<file path="src/rtl/rs_issue_select_if.sv">
// rtl/rs_issue_select_if.sv - reservation-station to issue-select bundle and issue bus
interface rs_issue_select_if #(
    parameter int N_ENTRIES = 5,
    parameter int PKT_W     = 64,
    parameter int IDX_W     = (N_ENTRIES > 1) ? $clog2(N_ENTRIES) : 1
);
    logic [N_ENTRIES-1:0]       rs_ready;
    logic [2*N_ENTRIES-1:0]     rs_fu;
    logic [PKT_W*N_ENTRIES-1:0] rs_packet;
    logic                       alu_ready;
    logic                       mult_ready;
    logic                       mem_done;
    logic                       flush;

    logic [N_ENTRIES-1:0]       free;
    logic                       alu_valid;
    logic                       mem_valid;
    logic                       mult_valid;
    logic [1:0]                 issue_fu;
    logic [IDX_W-1:0]           issue_entry;
    logic [PKT_W-1:0]           issue_packet;

    // Station / unit side: drives entry state and unit status, receives issues
    modport master (
        output rs_ready, rs_fu, rs_packet, alu_ready, mult_ready, mem_done, flush,
        input  free, alu_valid, mem_valid, mult_valid, issue_fu, issue_entry, issue_packet
    );

    // Selector side
    modport slave (
        input  rs_ready, rs_fu, rs_packet, alu_ready, mult_ready, mem_done, flush,
        output free, alu_valid, mem_valid, mult_valid, issue_fu, issue_entry, issue_packet
    );
endinterface

</file>
<file path="src/rtl/rs_issue_select.sv">
// rtl/rs_issue_select.sv - round-robin single-issue selector with memory-busy and re-issue masking
module rs_issue_select #(
    parameter int N_ENTRIES = 5,
    parameter int PKT_W     = 64
) (
    input  logic               clock,
    input  logic               reset,
    rs_issue_select_if.slave   bus
);
    localparam int IDX_W = (N_ENTRIES > 1) ? $clog2(N_ENTRIES) : 1;

    localparam logic [1:0] FU_ALU   = 2'd0;
    localparam logic [1:0] FU_LOAD  = 2'd1;
    localparam logic [1:0] FU_STORE = 2'd2;
    localparam logic [1:0] FU_MULT  = 2'd3;

    logic [IDX_W-1:0]     r_rr_ptr;
    logic [N_ENTRIES-1:0] r_pending;
    logic                 r_mem_busy;
    logic [N_ENTRIES-1:0] r_free;
    logic                 r_alu_valid;
    logic                 r_mem_valid;
    logic                 r_mult_valid;
    logic [1:0]           r_issue_fu;
    logic [IDX_W-1:0]     r_issue_entry;
    logic [PKT_W-1:0]     r_issue_packet;

    logic                 w_mem_avail;
    logic [N_ENTRIES-1:0] w_cand;
    logic                 w_found;
    logic [IDX_W-1:0]     w_win;
    logic [1:0]           w_win_fu;
    logic [PKT_W-1:0]     w_win_pkt;
    logic                 w_win_is_mem;
    logic [IDX_W-1:0]     w_next_ptr;

    // A memory op may be picked in the cycle the previous one completes
    assign w_mem_avail = ~r_mem_busy | bus.mem_done;

    // Per-entry candidacy: ready, not already issued, and its unit can take it
    always_comb begin
        w_cand = '0;
        for (int i = 0; i < N_ENTRIES; i++) begin
            logic v_avail;
            case (bus.rs_fu[2*i +: 2])
                FU_ALU:   v_avail = bus.alu_ready;
                FU_MULT:  v_avail = bus.mult_ready;
                default:  v_avail = w_mem_avail;
            endcase
            w_cand[i] = bus.rs_ready[i] & ~r_pending[i] & v_avail;
        end
    end

    // Round-robin scan starting at r_rr_ptr; first candidate found wins
    always_comb begin
        w_found = 1'b0;
        w_win   = '0;
        for (int off = 0; off < N_ENTRIES; off++) begin
            logic [IDX_W:0] v_idx;
            v_idx = {1'b0, r_rr_ptr} + (IDX_W+1)'(off);
            if (v_idx >= (IDX_W+1)'(N_ENTRIES)) begin
                v_idx = v_idx - (IDX_W+1)'(N_ENTRIES);
            end
            if (!w_found && w_cand[v_idx[IDX_W-1:0]]) begin
                w_found = 1'b1;
                w_win   = v_idx[IDX_W-1:0];
            end
        end
    end

    assign w_win_fu     = bus.rs_fu[int'(w_win)*2 +: 2];
    assign w_win_pkt    = bus.rs_packet[int'(w_win)*PKT_W +: PKT_W];
    assign w_win_is_mem = w_found && (w_win_fu == FU_LOAD || w_win_fu == FU_STORE);
    assign w_next_ptr   = (w_win == IDX_W'(N_ENTRIES-1)) ? '0 : w_win + 1'b1;

    // Register the selected issue, update pointer, pending mask and memory busy
    always_ff @(posedge clock) begin
        if (reset) begin
            r_rr_ptr       <= '0;
            r_pending      <= '0;
            r_mem_busy     <= 1'b0;
            r_free         <= '0;
            r_alu_valid    <= 1'b0;
            r_mem_valid    <= 1'b0;
            r_mult_valid   <= 1'b0;
            r_issue_fu     <= '0;
            r_issue_entry  <= '0;
            r_issue_packet <= '0;
        end else if (bus.flush) begin
            r_pending      <= '0;
            r_mem_busy     <= 1'b0;
            r_free         <= '0;
            r_alu_valid    <= 1'b0;
            r_mem_valid    <= 1'b0;
            r_mult_valid   <= 1'b0;
        end else begin
            for (int i = 0; i < N_ENTRIES; i++) begin
                if (w_found && w_win == IDX_W'(i)) begin
                    r_pending[i] <= 1'b1;
                end else if (!bus.rs_ready[i]) begin
                    r_pending[i] <= 1'b0;
                end
            end

            if (w_win_is_mem) begin
                r_mem_busy <= 1'b1;
            end else if (bus.mem_done) begin
                r_mem_busy <= 1'b0;
            end

            r_alu_valid  <= w_found && (w_win_fu == FU_ALU);
            r_mem_valid  <= w_win_is_mem;
            r_mult_valid <= w_found && (w_win_fu == FU_MULT);
            r_free       <= '0;

            if (w_found) begin
                r_rr_ptr          <= w_next_ptr;
                r_free[w_win]     <= 1'b1;
                r_issue_fu        <= w_win_fu;
                r_issue_entry     <= w_win;
                r_issue_packet    <= w_win_pkt;
            end
        end
    end

    assign bus.free         = r_free;
    assign bus.alu_valid    = r_alu_valid;
    assign bus.mem_valid    = r_mem_valid;
    assign bus.mult_valid   = r_mult_valid;
    assign bus.issue_fu     = r_issue_fu;
    assign bus.issue_entry  = r_issue_entry;
    assign bus.issue_packet = r_issue_packet;
endmodule

</file>
<file path="src/flat_wrapper.sv">
// flat-port wrapper written by rule: the top's interface ports become plain ports
module rs_issue_select_flat 
#(
    parameter int N_ENTRIES = 5,
    parameter int PKT_W     = 64
)
  (clock, reset, bus_rs_ready, bus_rs_fu, bus_rs_packet, bus_alu_ready, bus_mult_ready, bus_mem_done, bus_flush, bus_free, bus_alu_valid, bus_mem_valid, bus_mult_valid, bus_issue_fu, bus_issue_entry, bus_issue_packet);
  rs_issue_select_if #(.N_ENTRIES(N_ENTRIES), .PKT_W(PKT_W)) bus_i ();
  input  logic clock;
  input  logic reset;
  input wire logic [$bits(bus_i.rs_ready)-1:0] bus_rs_ready;
  input wire logic [$bits(bus_i.rs_fu)-1:0] bus_rs_fu;
  input wire logic [$bits(bus_i.rs_packet)-1:0] bus_rs_packet;
  input wire logic [$bits(bus_i.alu_ready)-1:0] bus_alu_ready;
  input wire logic [$bits(bus_i.mult_ready)-1:0] bus_mult_ready;
  input wire logic [$bits(bus_i.mem_done)-1:0] bus_mem_done;
  input wire logic [$bits(bus_i.flush)-1:0] bus_flush;
  output wire logic [$bits(bus_i.free)-1:0] bus_free;
  output wire logic [$bits(bus_i.alu_valid)-1:0] bus_alu_valid;
  output wire logic [$bits(bus_i.mem_valid)-1:0] bus_mem_valid;
  output wire logic [$bits(bus_i.mult_valid)-1:0] bus_mult_valid;
  output wire logic [$bits(bus_i.issue_fu)-1:0] bus_issue_fu;
  output wire logic [$bits(bus_i.issue_entry)-1:0] bus_issue_entry;
  output wire logic [$bits(bus_i.issue_packet)-1:0] bus_issue_packet;
  assign bus_i.rs_ready = bus_rs_ready;
  assign bus_i.rs_fu = bus_rs_fu;
  assign bus_i.rs_packet = bus_rs_packet;
  assign bus_i.alu_ready = bus_alu_ready;
  assign bus_i.mult_ready = bus_mult_ready;
  assign bus_i.mem_done = bus_mem_done;
  assign bus_i.flush = bus_flush;
  assign bus_free = bus_i.free;
  assign bus_alu_valid = bus_i.alu_valid;
  assign bus_mem_valid = bus_i.mem_valid;
  assign bus_mult_valid = bus_i.mult_valid;
  assign bus_issue_fu = bus_i.issue_fu;
  assign bus_issue_entry = bus_i.issue_entry;
  assign bus_issue_packet = bus_i.issue_packet;
  rs_issue_select #(.N_ENTRIES(N_ENTRIES), .PKT_W(PKT_W)) u_core (.clock(clock), .reset(reset), .bus(bus_i));
endmodule
</file>
<file path="config.mk">
export PLATFORM = sky130hd
export DESIGN_NAME = rs_issue_select_flat
export DESIGN_NICKNAME = d
export VERILOG_FILES = /design/src/rtl/rs_issue_select_if.sv /design/src/rtl/rs_issue_select.sv /design/src/flat_wrapper.sv
export SDC_FILE = /design/constraint.sdc
export NUM_CORES = 1
export LEC_CHECK = 0
export BUFFER_PORTS_ARGS = -buffer_cell sky130_fd_sc_hd__buf_4
export CAP_MARGIN = 5
export CORE_AREA = 8 8 158 160
export CTS_CLUSTER_DIAMETER = 40
export DETAILED_ROUTE_END_ITERATION = 8
export DIE_AREA = 0 0 166 168
export PLACE_DENSITY = 0.73
export SYNTH_ARGS = -nofsm -noshare
export SYNTH_HDL_FRONTEND = slang
export SYNTH_SLANG_ARGS = --single-unit
export TNS_END_PERCENT = 1
</file>
<file path="constraint.sdc">
create_clock -name clock -period 14.2 [get_ports clock]
set_clock_uncertainty 0.2 [all_clocks]
set_input_delay 2.13 -clock clock [delete_from_list [all_inputs] [get_ports clock]]
set_output_delay 2.13 -clock clock [all_outputs]
set_load 0.005 [all_outputs]
</file>
== After elaboration in Yosys (flattened, before gate mapping) ==
Index checks and enable logic that the tools add are counted.
Storage, ports and cells
  logic and storage cells: 148
  output and inout bits: 77
  input bits: 341
  register bits after elaboration: 86
Operators by class
  muxes and demuxes: 45
  bitwise gates (word level): 19
  reduce and logical (&&, ||, !) cells: 29
  $lt $le $gt $ge: 12
  add/sub/neg operators: 10
  shift operators: 2
  eq/ne operators: 17
Operator list (count)
  indexed part select 320 x 10 -> 64 bit: 1
  two-way mux 3 bit: 11
  less-than comparator 3 x 4 -> 1 bit, second input constant: 6
  two-way mux 1 bit: 23
  >= comparator 4 x 3 -> 1 bit, second input constant: 4
  binary-select mux 1 bit (select 3 bit): 5
  subtractor 3 bit, second input constant: 5
  == test 2 bit, second input constant: 7
  logical AND 1 bit: 13
  zero test 2 bit: 6
  bitwise AND 1 bit: 10
  != test 2 x 1 -> 1 bit, second input constant: 5
  case mux 1 bit (2 select lines): 5
  indexed part select 10 x 5 -> 2 bit: 1
  adder 3 x 2 -> 4 bit, second input constant: 2
  inverter 1 bit: 8
  == test 3 x 2 -> 1 bit, second input constant: 2
  adder 3 x 1 -> 4 bit, second input constant: 1
  adder 3 x 3 -> 4 bit, second input constant: 1
  zero test 1 bit: 4
  adder 3 x 1 -> 3 bit, second input constant: 1
  demux 1 bit (select 3 bit): 1
  == test 3 x 1 -> 1 bit, second input constant: 1
  == test 3 bit, second input constant: 1
  10 further kinds: 10

== Logic depth before layout (Yosys ltp) ==
  depth after elaboration: 24
  mapped depth: 21
  gate-level depth less buffers: 17

== Least setup slack after synthesis ==
No wires, ideal clock.
  path type: in2reg
  from: input port bus_rs_fu[6]
  to: register u_core.r_mem_busy
  buffers on the path: 3
  stages: 18
  arrival time: 5930 ps
  data required time: 13886 ps
  setup time: 114 ps
  slack: 7956 ps
  cells stage by stage: inv_1 -> ha_1 -> a221oi_1 -> a2111oi_2 -> and3_1 -> o21a_1 -> or4b_4 -> or4_1 -> buf_2 -> nand2b_4 -> buf_6 -> nand2_2 -> clkbuf_1 -> a21oi_1 -> o21a_1 -> ha_1 -> and2_1 -> a21o_1
On the way
  longest elaborated chain between the ends: 23
  elaborated cells on any way between the ends: 39
  those cells by class: eq/ne (3); shift (1); mux (22); bitwise (1); reduce/logical (12)
RTL lines
  start: declaration: line flat_wrapper.sv:12  | input wire logic [$bits(bus_i.rs_fu)-1:0] bus_rs_fu;
  == test 2 bit or zero test 2 bit (tied branches): line rs_issue_select.sv:45  | case (bus.rs_fu[2*i +: 2])
  case mux 1 bit (2 select lines): line rs_issue_select.sv:45
  bitwise AND 1 bit: line rs_issue_select.sv:50  | w_cand[i] = bus.rs_ready[i] & ~r_pending[i] & v_avail;
  binary-select mux 1 bit (select 3 bit): line rs_issue_select.sv:64  | if (!w_found && w_cand[v_idx[IDX_W-1:0]]) begin
  two-way mux 1 bit (implied by the code): line rs_issue_select.sv:64
  two-way mux 1 bit: line rs_issue_select.sv:64
  zero test 1 bit: line rs_issue_select.sv:64
  logical AND 1 bit: line rs_issue_select.sv:64
  [7 not listed]
  zero test 1 bit: line rs_issue_select.sv:64
  logical AND 1 bit: line rs_issue_select.sv:64
  two-way mux 3 bit: line rs_issue_select.sv:64
  indexed part select 10 x 5 -> 2 bit: line rs_issue_select.sv:71  | assign w_win_fu = bus.rs_fu[int'(w_win)*2 +: 2];
  == test 2 x 1 -> 1 bit or == test 2 bit (tied branches): line rs_issue_select.sv:73  | assign w_win_is_mem = w_found && (w_win_fu == FU_LOAD || w_win_fu == FU_STORE);
  logical OR 1 bit: line rs_issue_select.sv:73
  logical AND 1 bit *: line rs_issue_select.sv:73
  two-way mux 1 bit or nonzero test 2 bit (tied branches)
  end signal: assignment: line rs_issue_select.sv:81  | r_mem_busy <= 1'b0;
  end signal: assignment: line rs_issue_select.sv:106  | r_mem_busy <= 1'b1;
  end signal: assignment: line rs_issue_select.sv:108  | r_mem_busy <= 1'b0;
  end: declaration: line rs_issue_select.sv:19  | logic r_mem_busy;
Mark *: on every way between the ends. The rest lies on a longest branch, timed or not. The select of a mux whose other input is x is not followed.
A chain may end at the register's enable or synchronous reset.

== Worst setup path in the final report ==
  from: input port bus_rs_fu[8]
  to: register u_core.r_rr_ptr[2]
On the way
  longest elaborated chain between the ends: 20
  elaborated cells on any way between the ends: 36
  those cells by class: add/sub (1); eq/ne (2); mux (22); bitwise (1); reduce/logical (10)
RTL lines
  == test 2 bit or zero test 2 bit (tied branches): line rs_issue_select.sv:45
  case mux 1 bit (2 select lines) *: line rs_issue_select.sv:45
  bitwise AND 1 bit *: line rs_issue_select.sv:50
  binary-select mux 1 bit (select 3 bit): line rs_issue_select.sv:64
  two-way mux 1 bit (implied by the code): line rs_issue_select.sv:64
  two-way mux 1 bit: line rs_issue_select.sv:64
  zero test 1 bit: line rs_issue_select.sv:64
  logical AND 1 bit: line rs_issue_select.sv:64
  [4 not listed]
  zero test 1 bit: line rs_issue_select.sv:64
  logical AND 1 bit: line rs_issue_select.sv:64
  two-way mux 1 bit: line rs_issue_select.sv:64
  zero test 1 bit: line rs_issue_select.sv:64
  logical AND 1 bit: line rs_issue_select.sv:64
  two-way mux 3 bit: line rs_issue_select.sv:64
  adder 3 x 1 -> 3 bit or == test 3 bit (tied branches): line rs_issue_select.sv:74  | assign w_next_ptr = (w_win == IDX_W'(N_ENTRIES-1)) ? '0 : w_win + 1'b1;
  two-way mux 3 bit: line rs_issue_select.sv:74
  end signal: assignment: line rs_issue_select.sv:117  | r_rr_ptr <= w_next_ptr;
  end: declaration: line rs_issue_select.sv:17  | logic [IDX_W-1:0] r_rr_ptr;
Marks and branches as above.

==> flow_summary.rst <==
.. list-table::
   :header-rows: 1

   * - Metric
     - Value
   * - Met3 layer usage reported by global route
     - 0.0783
   * - RSZ-0062 raised after global routing
     - no
   * - Count of buffers added by post-CTS timing repair for setup
     - 0
   * - Largest net degree at the start of global routing
     - 91
   * - Number of gates given a new drive strength after cts
     - 0
   * - Worst reg2reg path depth
     - 18
   * - Post-synth cell types
     - a little under 80
   * - Sum of net half-perimeters after detailed placement
     - 28.3 mm
   * - PD cells
     - 282 nW/µm²
   * - Syn Inst Count
     - a little under 1000
   * - Area of combinational cells with multiple inputs
     - 5140 µm²
   * - First-pass GRT wire length
     - 58.6 mm
   * - Share of the yosys chip area belonging to registers
     - 0.233
   * - Worst path arrival time
     - between 7 and 8 ns
   * - Tmin final
     - 7.79 ns
   * - Io pins
     - ~420
   * - Category of the worst setup path capture point
     - flip-flop
   * - Vias after detailed routing
     - between 9000 and 10000
   * - Clock-pin transition on the worst setup and hold timing paths
     - ~0.08 ns
   * - CP Data Required Time
     - roughly 14 ns
   * - CP max stage delay
     - 0.83 ns
   * - Number of DRC violations after detailed-routing iteration 0
     - roughly 1100
   * - Cell total after placement
     - ~1600
   * - Layout area overhead
     - 47.2%
   * - Total routing resource utilization after global routing
     - 0.263
   * - Via count of the first global-routing pass
     - roughly 9700
   * - WL/cell
     - around 24 µm
   * - Cell Area, Synth
     - around 7400 µm²
   * - Critical Path Most Common Cell
     - sky130_fd_sc_hd__ha_1
   * - Total congestion overflow after global routing
     - 0
   * - EDFF count, synth
     - 0
   * - Tightest Hold Check Type
     - reg2reg
   * - Number of buffers added by the clock tree synthesis step
     - 9
   * - Initial antenna violation count
     - 3
   * - Post-DP Area
     - around 11000 µm²
   * - Total number of H-tree levels
     - 3
   * - Nets
     - between 1500 and 2000
   * - Post-detailed-route DRC marker count
     - 0
   * - FF/Latch Area
     - ~1700 µm²
   * - Hold-fix buffers, CTS
     - 0
   * - Filler cells
     - approximately 2200
   * - Clock root buffer master
     - sky130_fd_sc_hd__clkbuf_16
   * - Proportion of netlist area held by the largest area contributor
     - 0.233
   * - Cells along the critical path
     - buf_4 > inv_1 > ha_1 > a221oi_1 > a2111oi_2 > o21ai_0 > nor4_1 > or4b_4 > or4_1 > nand2b_4 > nand2_2 > inv_2 > buf_4 > ha_1 > ha_1 > nor2_1 > a22oi_1 > nor2_1
   * - Flop and latch count out of synthesis
     - 86
   * - Design area
     - 10900 µm²
   * - Overall power after layout
     - approximately 3.1 mW
   * - Die area
     - roughly 28000 µm²
   * - Leak Pwr
     - around 4.7 nW
   * - Number of nets with antenna violations after detailed routing
     - 0
   * - Buffer levels on the longest clock path
     - 2
   * - Endpoints failing hold
     - 0
   * - Avg Synthesized Cell Area
     - 7.64 µm²
   * - Total number of placement rows
     - between 50 and 60
   * - Number of max-capacitance violations reported
     - 0
   * - Ys Warns
     - 0
   * - Cell taking the most area after synthesis
     - sky130_fd_sc_hd__dfxtp_1
   * - CTS Sinks
     - between 80 and 90
   * - CTS tree
     - done
   * - Insertion delay to the later sink of the worst-skew pair
     - between 0.3 and 0.4 ns
   * - Non-filler instance count after layout
     - 1601
   * - Final setup TNS
     - 0 ns
   * - Achievable Freq
     - 128 MHz
   * - Number of stages on the worst hold path
     - 2
   * - Largest driver fanout on the critical path
     - 68
   * - Outcome
     - complete, no violations
   * - Worst Tran Pin Value
     - between 1 and 1.5 ns
   * - Core region area
     - around 22000 µm²
   * - Routability-driven placement congestion ratio
     - 0.945
   * - Routed wire length
     - 39.1 mm
   * - Crit Path Category
     - in2reg
   * - Pins over their slew limit
     - 0
   * - Die span in y
     - about 170 µm
   * - Post-synthesis net count
     - approximately 1300
   * - Fraction of registers with async set or reset after synthesis
     - 0
   * - Met2 Use GR
     - 0.443
   * - Final period utilization
     - 0.548
   * - Worst supply voltage drop on vdd
     - roughly 0.26 mV
   * - Kind of launch point of the worst setup path
     - input port
   * - Die Width
     - 166 µm
   * - Normalized max-slew margin
     - 0.229
   * - First-pass DRT Iterations
     - 6
   * - Fraction of final layout cells with drive strength greater than 1
     - 0.402
   * - Synth area leaders
     - sky130_fd_sc_hd__dfxtp_1, sky130_fd_sc_hd__a41oi_2, sky130_fd_sc_hd__o21ai_0, sky130_fd_sc_hd__nand3_1, sky130_fd_sc_hd__a21o_1
   * - Effective utilization at floorplan
     - 0.331
   * - Core occupancy in the finished layout
     - 0.487
   * - Layer carrying the most global-route usage
     - met2
   * - Drt via density
     - between 5 and 6
   * - IO Port Bufs
     - ~420
   * - Final setup fails
     - 0
   * - Highest-delay cell along the critical path
     - sky130_fd_sc_hd__nand2b_4
   * - Met1 global-route usage
     - 0.311
   * - Most instantiated flip-flop cell in the synthesis netlist
     - sky130_fd_sc_hd__dfxtp_1
-- power breakdown --
| part | internal (mW) | switching (mW) | total [mW] | leakage [nW] |
|---|---|---|---|---|
| registers | 0.327 | 0.0521 | 0.379 | 0.710 |
| logic | 0.822 | 1.61 | 2.43 | 3.81 |
| clock network | 0.143 | 0.122 | 0.265 | 0.146 |
| total | 1.29 | 1.78 | 3.07 | 4.67 |
-- logic make-up (layout without fill, tap and decap cells) --
| group | count (synthesis) | after routing | synth area share |
|---|---|---|---|
| compound gates | 422 | 422 | 0.430 |
| xor+xnor | 3 | 3 | 0.00355 |
| fa+ha+maj | 26 | 26 | 0.0450 |
| buf+inv | 135 | 481 | 0.0812 |
| flops | 86 | 86 | 0.233 |
| mux | 10 | 10 | 0.0157 |
| other cells | 0 | 2 | 0 |
| simple gates | 286 | 286 | 0.192 |
-- layer usage --
metal / up-vias / part of all wire / wire length (µm)
met2: 543 / 0.47 / 18500
li1: 4353 / - / -
met3: 88 / 0.095 / 3700
met1: 4618 / 0.39 / 15400
met4: 2 / 0.037 / 1460
met5: - / 0.00033 / 13
-- final cells by class --
type / count / area share
flip-flops and latches: 86 / 0.158
repair buffers: 430 / 0.297
inverters: 35 / 0.0121
clock buffers: 10 / 0.0220
multi-input cells: 747 / 0.472
well taps: 285 / 0.0328
diodes: 2 / 0.000460
clock inverters: 6 / 0.00621
-- per-stage QoR --
stage,hold WS (ns),worst slack [ns]
global placement,0.244,6.03
detailed placement,0.249,6.06
finish,0.258,6.41
global route,0.282,6.05
CTS,0.260,6.44
floorplan,0.246,7.96
-- worst paths after layout --
check,from,to,slack [ns]
worst max-delay path,bus_rs_fu[8],u_core.r_rr_ptr[2],6.41
worst min-delay path,u_core.bus.issue_entry[2],u_core.bus.issue_entry[2],0.26
worst max register to register,u_core.r_rr_ptr[0],u_core.r_rr_ptr[2],7.36
worst min register to register,u_core.bus.issue_entry[2],u_core.bus.issue_entry[2],0.26
-- sequential cells by signal, indices dropped and copies added, names as in the netlist --
register / cells
u_core.bus.issue_entry: 3
u_core.bus.free: 5
u_core.bus.issue_packet: 64
u_core.bus.mem_valid: 1
u_core.bus.alu_valid: 1
u_core.r_pending: 5
u_core.bus.issue_fu: 2
u_core.r_rr_ptr: 3
u_core.r_mem_busy: 1
u_core.bus.mult_valid: 1
-- placed cells by master (no fill, tap or decap), types with 5 or more instances in the layout --
cell type / Yosys / routed
sky130_fd_sc_hd__buf_4: 1 / 430
sky130_fd_sc_hd__o21ai_0: 128 / 128
sky130_fd_sc_hd__nand3_1: 127 / 127
sky130_fd_sc_hd__dfxtp_1: 86 / 86
sky130_fd_sc_hd__a21oi_1: 79 / 79
sky130_fd_sc_hd__nand2_1: 68 / 68
sky130_fd_sc_hd__a21o_1: 58 / 58
sky130_fd_sc_hd__a41oi_2: 40 / 40
sky130_fd_sc_hd__inv_1: 32 / 31
sky130_fd_sc_hd__ha_1: 25 / 25
sky130_fd_sc_hd__nor2_1: 24 / 22
sky130_fd_sc_hd__a41oi_1: 17 / 17
sky130_fd_sc_hd__nand2_2: 11 / 11
sky130_fd_sc_hd__nor3_1: 10 / 10
sky130_fd_sc_hd__o221ai_1: 9 / 9
sky130_fd_sc_hd__o311a_1: 9 / 9
sky130_fd_sc_hd__clkbuf_16: 0 / 9
sky130_fd_sc_hd__mux2i_1: 8 / 8
sky130_fd_sc_hd__a211o_1: 8 / 8
sky130_fd_sc_hd__a311oi_1: 8 / 8
sky130_fd_sc_hd__a221oi_1: 7 / 7
sky130_fd_sc_hd__and3_1: 7 / 7
sky130_fd_sc_hd__a211oi_1: 7 / 7
sky130_fd_sc_hd__nand2b_1: 6 / 6
sky130_fd_sc_hd__o21a_1: 6 / 6
sky130_fd_sc_hd__a22oi_1: 7 / 6
sky130_fd_sc_hd__nor4_1: 5 / 5
sky130_fd_sc_hd__and2_1: 5 / 5
-- cells in the mapped netlist, types with 17 or more instances --
cell type	count
sky130_fd_sc_hd__o21ai_0	128
sky130_fd_sc_hd__nand2_1	68
sky130_fd_sc_hd__inv_1	32
sky130_fd_sc_hd__a21o_1	58
sky130_fd_sc_hd__ha_1	25
sky130_fd_sc_hd__nor2_1	24
sky130_fd_sc_hd__clkbuf_1	53
sky130_fd_sc_hd__a41oi_1	17
sky130_fd_sc_hd__nand3_1	127
sky130_fd_sc_hd__dfxtp_1	86
sky130_fd_sc_hd__buf_1	22
sky130_fd_sc_hd__a21oi_1	79
sky130_fd_sc_hd__a41oi_2	40
-- critical path: cells and delay by family --
kind	cells	cell delay, ns
and+or+nand+nor	7	2.86
adders and majority gates	3	0.80
AOI/OAI and AO/OA	4	1.14
buffers and inverters	4	0.88
No activity file was read; power rests on OpenSTA's default activity.
